`config.mk`:
```
export PLATFORM = sky130hd
export DESIGN_NAME = dmem_ctrl
export DESIGN_NICKNAME = d
export VERILOG_FILES = /design/src/rtl/dmem_ctrl.sv
export SDC_FILE = /design/constraint.sdc
export NUM_CORES = 2
export LEC_CHECK = 0
export ABC_CLOCK_PERIOD_IN_PS = 4500
export CELL_PAD_IN_SITES_DETAIL_PLACEMENT = 1
export CELL_PAD_IN_SITES_GLOBAL_PLACEMENT = 1
export CORE_UTILIZATION = 50
export CTS_CLUSTER_DIAMETER = 80
export DETAILED_ROUTE_END_ITERATION = 6
export GPL_ROUTABILITY_DRIVEN = 0
export PLACE_DENSITY = 0.73
export SLEW_MARGIN = 15
export SYNTH_ARGS = -nofsm -noshare
export SYNTH_HDL_FRONTEND = slang
export SYNTH_SLANG_ARGS = --single-unit
```
`constraint.sdc`:
```
create_clock -name clk -period 4.5 [get_ports clk]
set_input_delay 0.675 -clock clk [delete_from_list [all_inputs] [get_ports clk]]
set_output_delay 0.675 -clock clk [all_outputs]
set_load 0.01 [all_outputs]
```
`src/rtl/dmem_ctrl.sv`:
```
// dmem_ctrl: byte-addressable RV32I data memory, valid/ready port, 1-cycle rsp.
// Optional macro DMEM_PRELOAD_EN: init sweep preloads word[15]=65, word[17]=56.
module dmem_ctrl #(
  parameter int DEPTH  = 64,
  parameter int ADDR_W = 6
) (
  input  logic              clk,
  input  logic              rst,
  input  logic              req_valid,
  output logic              req_ready,
  input  logic              req_we,
  input  logic [2:0]        req_funct3,
  input  logic [31:0]       req_addr,
  input  logic [31:0]       req_wdata,
  output logic              rsp_valid,
  output logic [31:0]       rsp_rdata,
  output logic              rsp_err,
  output logic              init_busy
);

  typedef enum logic {S_INIT, S_RUN} state_t;

  state_t              state, state_nxt;
  logic [ADDR_W-1:0]   idx, idx_nxt;
  logic                init_we;
  logic [31:0]         init_val;
  logic [31:0]         mem [DEPTH];

  logic [ADDR_W-1:0]   widx;
  logic [1:0]          lane;
  logic                oor, ill, mis, err;
  logic                is_b, is_h, is_w;
  logic                acc, wr_en;
  logic [3:0]          be;
  logic [31:0]         wd;
  logic [31:0]         rword;
  logic [7:0]          bsel;
  logic [15:0]         hsel;
  logic [31:0]         ldata;

  // State and sweep index register
  always_ff @(posedge clk) begin
    if (rst) begin
      state <= S_INIT;
      idx   <= '0;
    end else begin
      state <= state_nxt;
      idx   <= idx_nxt;
    end
  end

  // Sweep sequencing: one word cleared per INIT cycle
  always_comb begin
    state_nxt = state;
    idx_nxt   = idx;
    init_we   = 1'b0;
    init_val  = 32'd0;
    unique case (state)
      S_INIT: begin
        init_we = 1'b1;
        idx_nxt = idx + ADDR_W'(1);
`ifdef DMEM_PRELOAD_EN
        if (idx == ADDR_W'(15)) init_val = 32'd65;
        if (idx == ADDR_W'(17)) init_val = 32'd56;
`else
        init_val = 32'd0;
`endif
        if (idx == ADDR_W'(DEPTH - 1)) begin
          state_nxt = S_RUN;
          idx_nxt   = '0;
        end
      end
      default: ;
    endcase
  end

  assign req_ready = (state == S_RUN);
  assign init_busy = (state == S_INIT);

  // Address decode, legality and lane enables
  always_comb begin
    widx  = req_addr[ADDR_W+1:2];
    lane  = req_addr[1:0];
    oor   = |req_addr[31:ADDR_W+2];
    is_b  = (req_funct3[1:0] == 2'b00);
    is_h  = (req_funct3[1:0] == 2'b01);
    is_w  = (req_funct3[1:0] == 2'b10);
    if (req_we)
      ill = (req_funct3 > 3'd2);
    else
      ill = (req_funct3 == 3'd3) ||
            (req_funct3[2:1] == 2'b11);
    mis = (is_h && lane[0]) || (is_w && (lane != 2'b00));
    err = oor || ill || mis;
    be  = 4'b0000;
    wd  = req_wdata;
    unique case (1'b1)
      is_b: begin
        be = 4'b0001 << lane;
        wd = {4{req_wdata[7:0]}};
      end
      is_h: begin
        be = lane[1] ? 4'b1100 : 4'b0011;
        wd = {2{req_wdata[15:0]}};
      end
      is_w: begin
        be = 4'b1111;
        wd = req_wdata;
      end
      default: ;
    endcase
  end

  assign acc   = req_valid && req_ready && !rst;
  assign wr_en = acc && req_we && !err;

  // Array write: sweep clears, stores merge selected lanes
  always_ff @(posedge clk) begin
    if (init_we) begin
      mem[idx] <= init_val;
    end else if (wr_en) begin
      for (int b = 0; b < 4; b++)
        if (be[b]) mem[widx][8*b +: 8] <= wd[8*b +: 8];
    end
  end

  // Load lane extraction and extension
  always_comb begin
    rword = mem[widx];
    bsel  = rword[{lane, 3'b000} +: 8];
    hsel  = lane[1] ? rword[31:16] : rword[15:0];
    ldata = 32'd0;
    unique case (req_funct3)
      3'b000:  ldata = {{24{bsel[7]}}, bsel};
      3'b001:  ldata = {{16{hsel[15]}}, hsel};
      3'b010:  ldata = rword;
      3'b100:  ldata = {24'd0, bsel};
      3'b101:  ldata = {16'd0, hsel};
      default: ldata = 32'd0;
    endcase
  end

  // Registered response, held until the next accepted request
  always_ff @(posedge clk) begin
    if (rst) begin
      rsp_valid <= 1'b0;
      rsp_rdata <= 32'd0;
      rsp_err   <= 1'b0;
    end else begin
      rsp_valid <= acc;
      if (acc) begin
        rsp_err   <= err;
        rsp_rdata <= (err || req_we) ? 32'd0 : ldata;
      end
    end
  end

endmodule

```
Yosys cells after proc, flatten, opt, wreduce, memory -nomap -nowiden

Memories as Yosys holds them, arrays and structs flattened.
Index checks and enable logic that the tools add are counted.

Register bits: 41
Memory bits (writable): 2048
Input port bits: 71
Output and inout port bits: 36
Logic and storage cells: 68
Memories kept: 1

Memory list:

| memory | words | width | rd ports | clocked after memory_dff | write ports | RTL line | text |
|---|---|---|---|---|---|---|---|
| mem    | 64    | 32    | 1        | 0                        | 1           | 27       | `logic [31:0] mem [DEPTH];` |

Add/sub/neg operators: 1
Order comparisons: 1
Equality and inequality tests: 9
Shift operators: 2
Mux-type cells: 30
Bitwise operators: 1
Reductions and logical operators: 18

Operator list:

| operator                                            | number |
|---|---|
| case mux 32 bit (5 select lines)                    | 1 |
| two-way mux 32 bit                                  | 2 |
| case mux 32 bit (2 select lines)                    | 1 |
| OR reduction 32 bit                                 | 1 |
| indexed part select 32 x 6 -> 8 bit                 | 1 |
| OR reduction 24 bit                                 | 1 |
| two-way mux 1 bit                                   | 20 |
| two-way mux 16 bit                                  | 1 |
| two-way mux 6 bit                                   | 2 |
| case mux 4 bit (3 select lines)                     | 1 |
| two-way mux 4 bit                                   | 2 |
| adder 6 x 1 -> 6 bit, second input constant         | 1 |
| equality test 3 x 2 -> 1 bit, second input constant | 2 |
| equality test 3 bit, second input constant          | 2 |
| equality test 6 bit, second input constant          | 1 |
| logical AND 1 bit                                   | 6 |
| logical OR 1 bit                                    | 5 |
| equality test 2 bit, second input constant          | 2 |
| << shifter 1 x 2 -> 4 bit, first input constant     | 1 |
| equality test 3 x 1 -> 1 bit, second input constant | 1 |
| > comparator 3 x 2 -> 1 bit, second input constant  | 1 |
| zero test 3 bit                                     | 1 |
| equality test 2 x 1 -> 1 bit, second input constant | 1 |
| zero test 1 bit                                     | 2 |
| 3 further kinds                                     | 3 |

Longest topological paths before layout

Depth in word-level cells: 12
Mapped depth: 14
Mapped depth without buffers: 9

Least setup slack after synthesis

No wires, ideal clock.

Path kind: input -> register
Start point: input port req_funct3[0]
End point: memory mem[0][12], data pin
Setup time: 0.548 ns
Data arrival time: 4.122 ns
Data required time: 3.952 ns
Slack: -0.169 ns
Cell stages on the path: 8
Buffers on the path: 3
Path through: clkbuf_1 o41ai_1 nand3_1 nor4_2 nand2_1 clkbuf_1 buf_1 a21oi_1

Word-level cells in the longest chain between the ends: 12
Elaborated cells between the ends (all ways): 34
Classes of those cells: order compare: 1; eq/ne: 3; mux: 20; reduce/logical: 10

Ends and longest elaborated chain:

| element                                                                              | RTL line | text |
|---|---|---|
| start: declaration                                                                   | 12       | `input logic [2:0] req_funct3,` |
| parallel branches: the longest is 11 deep, another holds > comparator 3 x 2 -> 1 bit | --       |  |
| two-way mux 32 bit (no line) (*)                                                     | --       |  |
| end: declaration                                                                     | 27       |  |

Every way passes the cells marked *.

Worst setup path in the final report

Start point: input port req_funct3[0]
End point: memory mem[18][23] (enable)

Word-level cells in the longest chain between the ends: 12
Elaborated cells between the ends (all ways): 34
Classes of those cells: order compare: 1; eq/ne: 3; mux: 20; reduce/logical: 10

Ends and longest elaborated chain:

| element |
|---|
| parallel branches: the longest is 12 deep, another holds > comparator 3 x 2 -> 1 bit |

Parallel ways; which one is timed is not known.

==> impl_metrics.csv <==
group,metric,value,unit
die,die_y,408.9,um
critical_path,crit_arrival,4.89,ns
pwr,power_frac_clock,0.429,
synth,synthArstFlopShare,0,
synth,ys_types,67,
final_layout,seq_area,62320,sq um
pwr,p_comb_frac,0.043,
critical_path,timing.rr.end,"mem[18][23]$_DFFE_PP_",
route,routedLengthMet1,93.89,mm
critical_path,path_max_fanout,19,
route,via_per_inst,6.381,
critical_path,cpPeakStageDelay,0.82,ns
clock_network,path_clk_slew,0.06,ns
critical_path,endpoint_kind,"flop",
timing,layout_min_cycle_time,4.433,ns
hold_path,whs_path_depth,3,
synth,ys_top_cells_by_count,"2048 x edfxtp_1, 526 x mux4_2, 338 x nor2_1",
critical_path,rr_worst_depth,9,
pwr,switchingPower,8673,uW
global_route,grt_pass1_wl,345.5,mm
critical_path,timing.critical_path.mode_cell,"buf_4",
global_route,grt-ovfl-total,0,
critical_path,crit_path_start,"req_funct3[0]",
clock_network,cts_buffer_depth,3,
pwr,cellPowerDensity,410.9,nW/um^2
clock_network,htree_levels,4,
clock_network,cts_tree,"done",
critical_path,path_delay_family,"simple AND/OR/NAND/NOR gates",
timing,hold_viol_final,0,
pwr,ir_worst_vdd,0.0003900,V
critical_path,worstSetupPathType,"primary input to flop",
final_layout,utilization,0.5967,
critical_path,crit_buf_inv,3,
timing,setup_tns,0,ns
synth,yosysSeqAreaShare,0.7528,
timing,slew_headroom,0.3451,
route,met2_length,113.8,mm
timing,fin_skew,0.05907,ns
pwr,power,40090,uW
final_layout,drive_gt1_frac,0.2977,
route,drc,0,
global_route,grt_max_degree,70,
synth,netlist_area,82790,sq um
pwr,power_frac_seq,0.528,
global_route,grt_pass1_vias,47070,
final_layout,final_nets,4755,
hold_path,min_to,"req_ready$_SDFF_PP0_",
route,top_layer,"met5",
die,dieArea,167200,sq um
synth,syn_avg_cell_area,20.34,sq um
synth,yosysTopAreaCell,"edfxtp_1",
die,initial_core_util,0.5063,
synth,yosysMostFrequentCell,"edfxtp_1",
clock_network,cts_buffers,206,
route,via_count,44890,
pwr,netSwitchingFraction,0.2163,
die,fp.dieW,408.9,um
route,wl_per_cell,34.29,um
pwr,internal-power,31420,uW
timing,layout_setup_ws,0.06738,ns
critical_path,crit_path_cell_trace,"clkdlybuf4s50_1, o41ai_1, nand3_1, nor4_4, nand2_4, buf_4, o41ai_2, buf_4, nand2_1, nor2_1",
die,io_pins,107,
route,ant_nets,0,
critical_path,required,4.96,ns
route,wl,241.2,mm
critical_path,r2r_start,"req_ready$_SDFF_PP0_",
critical_path,crit_slowest_cell,"o41ai_1",
place,port_buffers,106,
final_layout,fillCellCount,13850,
global_route,grt.total_usage,0.2917,
place,post-place-ws,-0.6011,ns
synth,synthTopCellsByArea,"edfxtp_1 74%, mux4_2 14%, mux2i_1 2.5%",
die,fp-row-count,148,
timing,final_max_slew_viol_count,0,
synth,syn_inst,4071,
route,first_pass_iters,6,
final_layout,multiInputGateArea,19500,sq um
clock_network,cts_sinks,2089,
die,core-area,163500,sq um
clock_network,worstSkewPairLatency,0.88,ns
synth,yosys.area.top_type_share,0.7428,
clock_network,post-cts-setup-buffers,0,
critical_path,r2r_slack,0.97,ns
outcome,status,"finished, final reports clean",
timing,rsz0062_at_grt,"false",
timing,worst_pin_slew,0.9743,ns
job,drv_cap,0,
synth,syn_nets,4143,
timing,hold_slack,0.4389,ns
timing,setup_viol,0,
critical_path,cp-start-kind,"primary input",
synth,synth_edf_count,2048,
global_route,antenna_found_initial,16,
synth,yosys_register_bits,2089,
route,drtIter0Drc,6218,
place,hpwl,158.6,mm
synth,ys.flop_type,"edfxtp_1",
pwr,p_leak,0.03532,uW
clock_network,root_buffer,"clkbuf_16",
timing,max_freq,225.6,MHz
timing,finalCritPeriodShare,0.9850,
final_layout,synthToLayoutAreaGrowth,17.85,%
synth,yosys_warnings,0,
route,dr_wl_met3,25.33,mm
hold_path,min_path_type,"primary input to flop",
hold_path,min_from,"rst",
[routing by layer]
layer / track usage / vias up
li1: - / 18070
met1: 0.4093 / 23830
met2: 0.4541 / 2584
met3: 0.06673 / 409
met4: 0.09867 / 6
met5: 0 / -
[metrics by stage]
stage                     instances  area, sq um
after floorplan                4071        82790
after global placement         6650        90810
after detailed placement       6650        90810
after global routing           7034        97560
final                          7036        97570
after CTS                      7033        97560
[worst max path at each step]
| stage | endpoint | slack (ns) | depth (start not counted) |
|---|---|---|---|
| final | mem[18][23]$_DFFE_PP_ | 0.07 | 10 |
| after detailed placement | mem[17][24]$_DFFE_PP_ | -0.60 | 12 |
| after floorplan | mem[0][12]$_DFFE_PP_ | -0.17 | 8 |
| after global placement | mem[17][24]$_DFFE_PP_ | -0.48 | 12 |
| after global routing | mem[10][8]$_DFFE_PP_ | 0.02 | 11 |
| after CTS | mem[17][31]$_DFFE_PP_ | 0.15 | 12 |
[registers in the layout, summed over array words and instances, names as in the netlist]
name	count
mem	2048
rsp_rdata	32
idx	6
req_ready	1
rsp_err	1
rsp_valid	1
[worst register-to-register path, delay by kind of cell (launching register included)]
family	cells	cell delay, ns
and+or+nand+nor	6	2.03
DFF	1	0.35
buffers and inverters	2	0.40
AOI/OAI and AO/OA	1	0.32
[final cells by class]
cell class                 instances  share of cell area
clock inverter                   128             0.01422
sequential                      2089              0.6387
clock buffer                     255             0.05494
multi-input combinational       1739              0.1999
tap                             2175             0.02789
timing repair buffer             641             0.06392
inverter                           6           0.0003078
antenna                            3          0.00007694
[power by group through the flow]
stage	sequential [uW]	combinational, uW	clock, uW
global placement	21600	1660	0
detailed placement	21600	1680	0
finish	21200	1720	17200
global route	21200	1760	18000
CTS	21200	1700	17400
floorplan	21600	900	0
[placed cells by master (no fill, tap or decap), types with 8 or more instances in the layout]
cell type | Yosys | final
clkbuf_1 | 83 | 48
nor2_4 | 0 | 19
mux2i_1 | 206 | 206
a221oi_1 | 22 | 22
mux2_2 | 12 | 12
o21ai_0 | 11 | 11
clkinv_1 | 0 | 42
a21oi_4 | 0 | 8
nor2_1 | 338 | 318
a21oi_1 | 42 | 34
edfxtp_1 | 2048 | 2048
nand3_1 | 55 | 55
nor3_1 | 8 | 8
mux4_2 | 526 | 526
clkinv_2 | 0 | 42
buf_12 | 0 | 94
o21ai_1 | 13 | 12
a22oi_1 | 89 | 89
nor4_1 | 12 | 8
nand2_1 | 229 | 225
a32oi_1 | 30 | 30
nor2b_1 | 11 | 8
clkinv_16 | 0 | 9
bufinv_16 | 0 | 19
clkdlybuf4s50_1 | 0 | 98
buf_4 | 43 | 442
dfxtp_1 | 41 | 41
nand4_1 | 10 | 10
o211a_1 | 10 | 10
clkbuf_16 | 0 | 207
and3_2 | 0 | 8
[logic make-up after synthesis]
group	count (synthesis)	synth area share
DFF	2089	0.7528
buffers and inverters	243	0.01576
xor gates and xnor gates	2	0.0002116
muxes	744	0.1696
adders and majority gates	1	0.0001511
AOI/OAI and AO/OA	277	0.02504
and+or+nand+nor	715	0.03644
[timing repair]
action / in CTS / in global routing
gates resized for setup: 0 / 1
setup endpoints to repair: 0 / 8
hold buffers: 0 / 0
endpoints found under the hold margin: 0 / 0
Note: power is estimated with default switching activity, not from simulation.
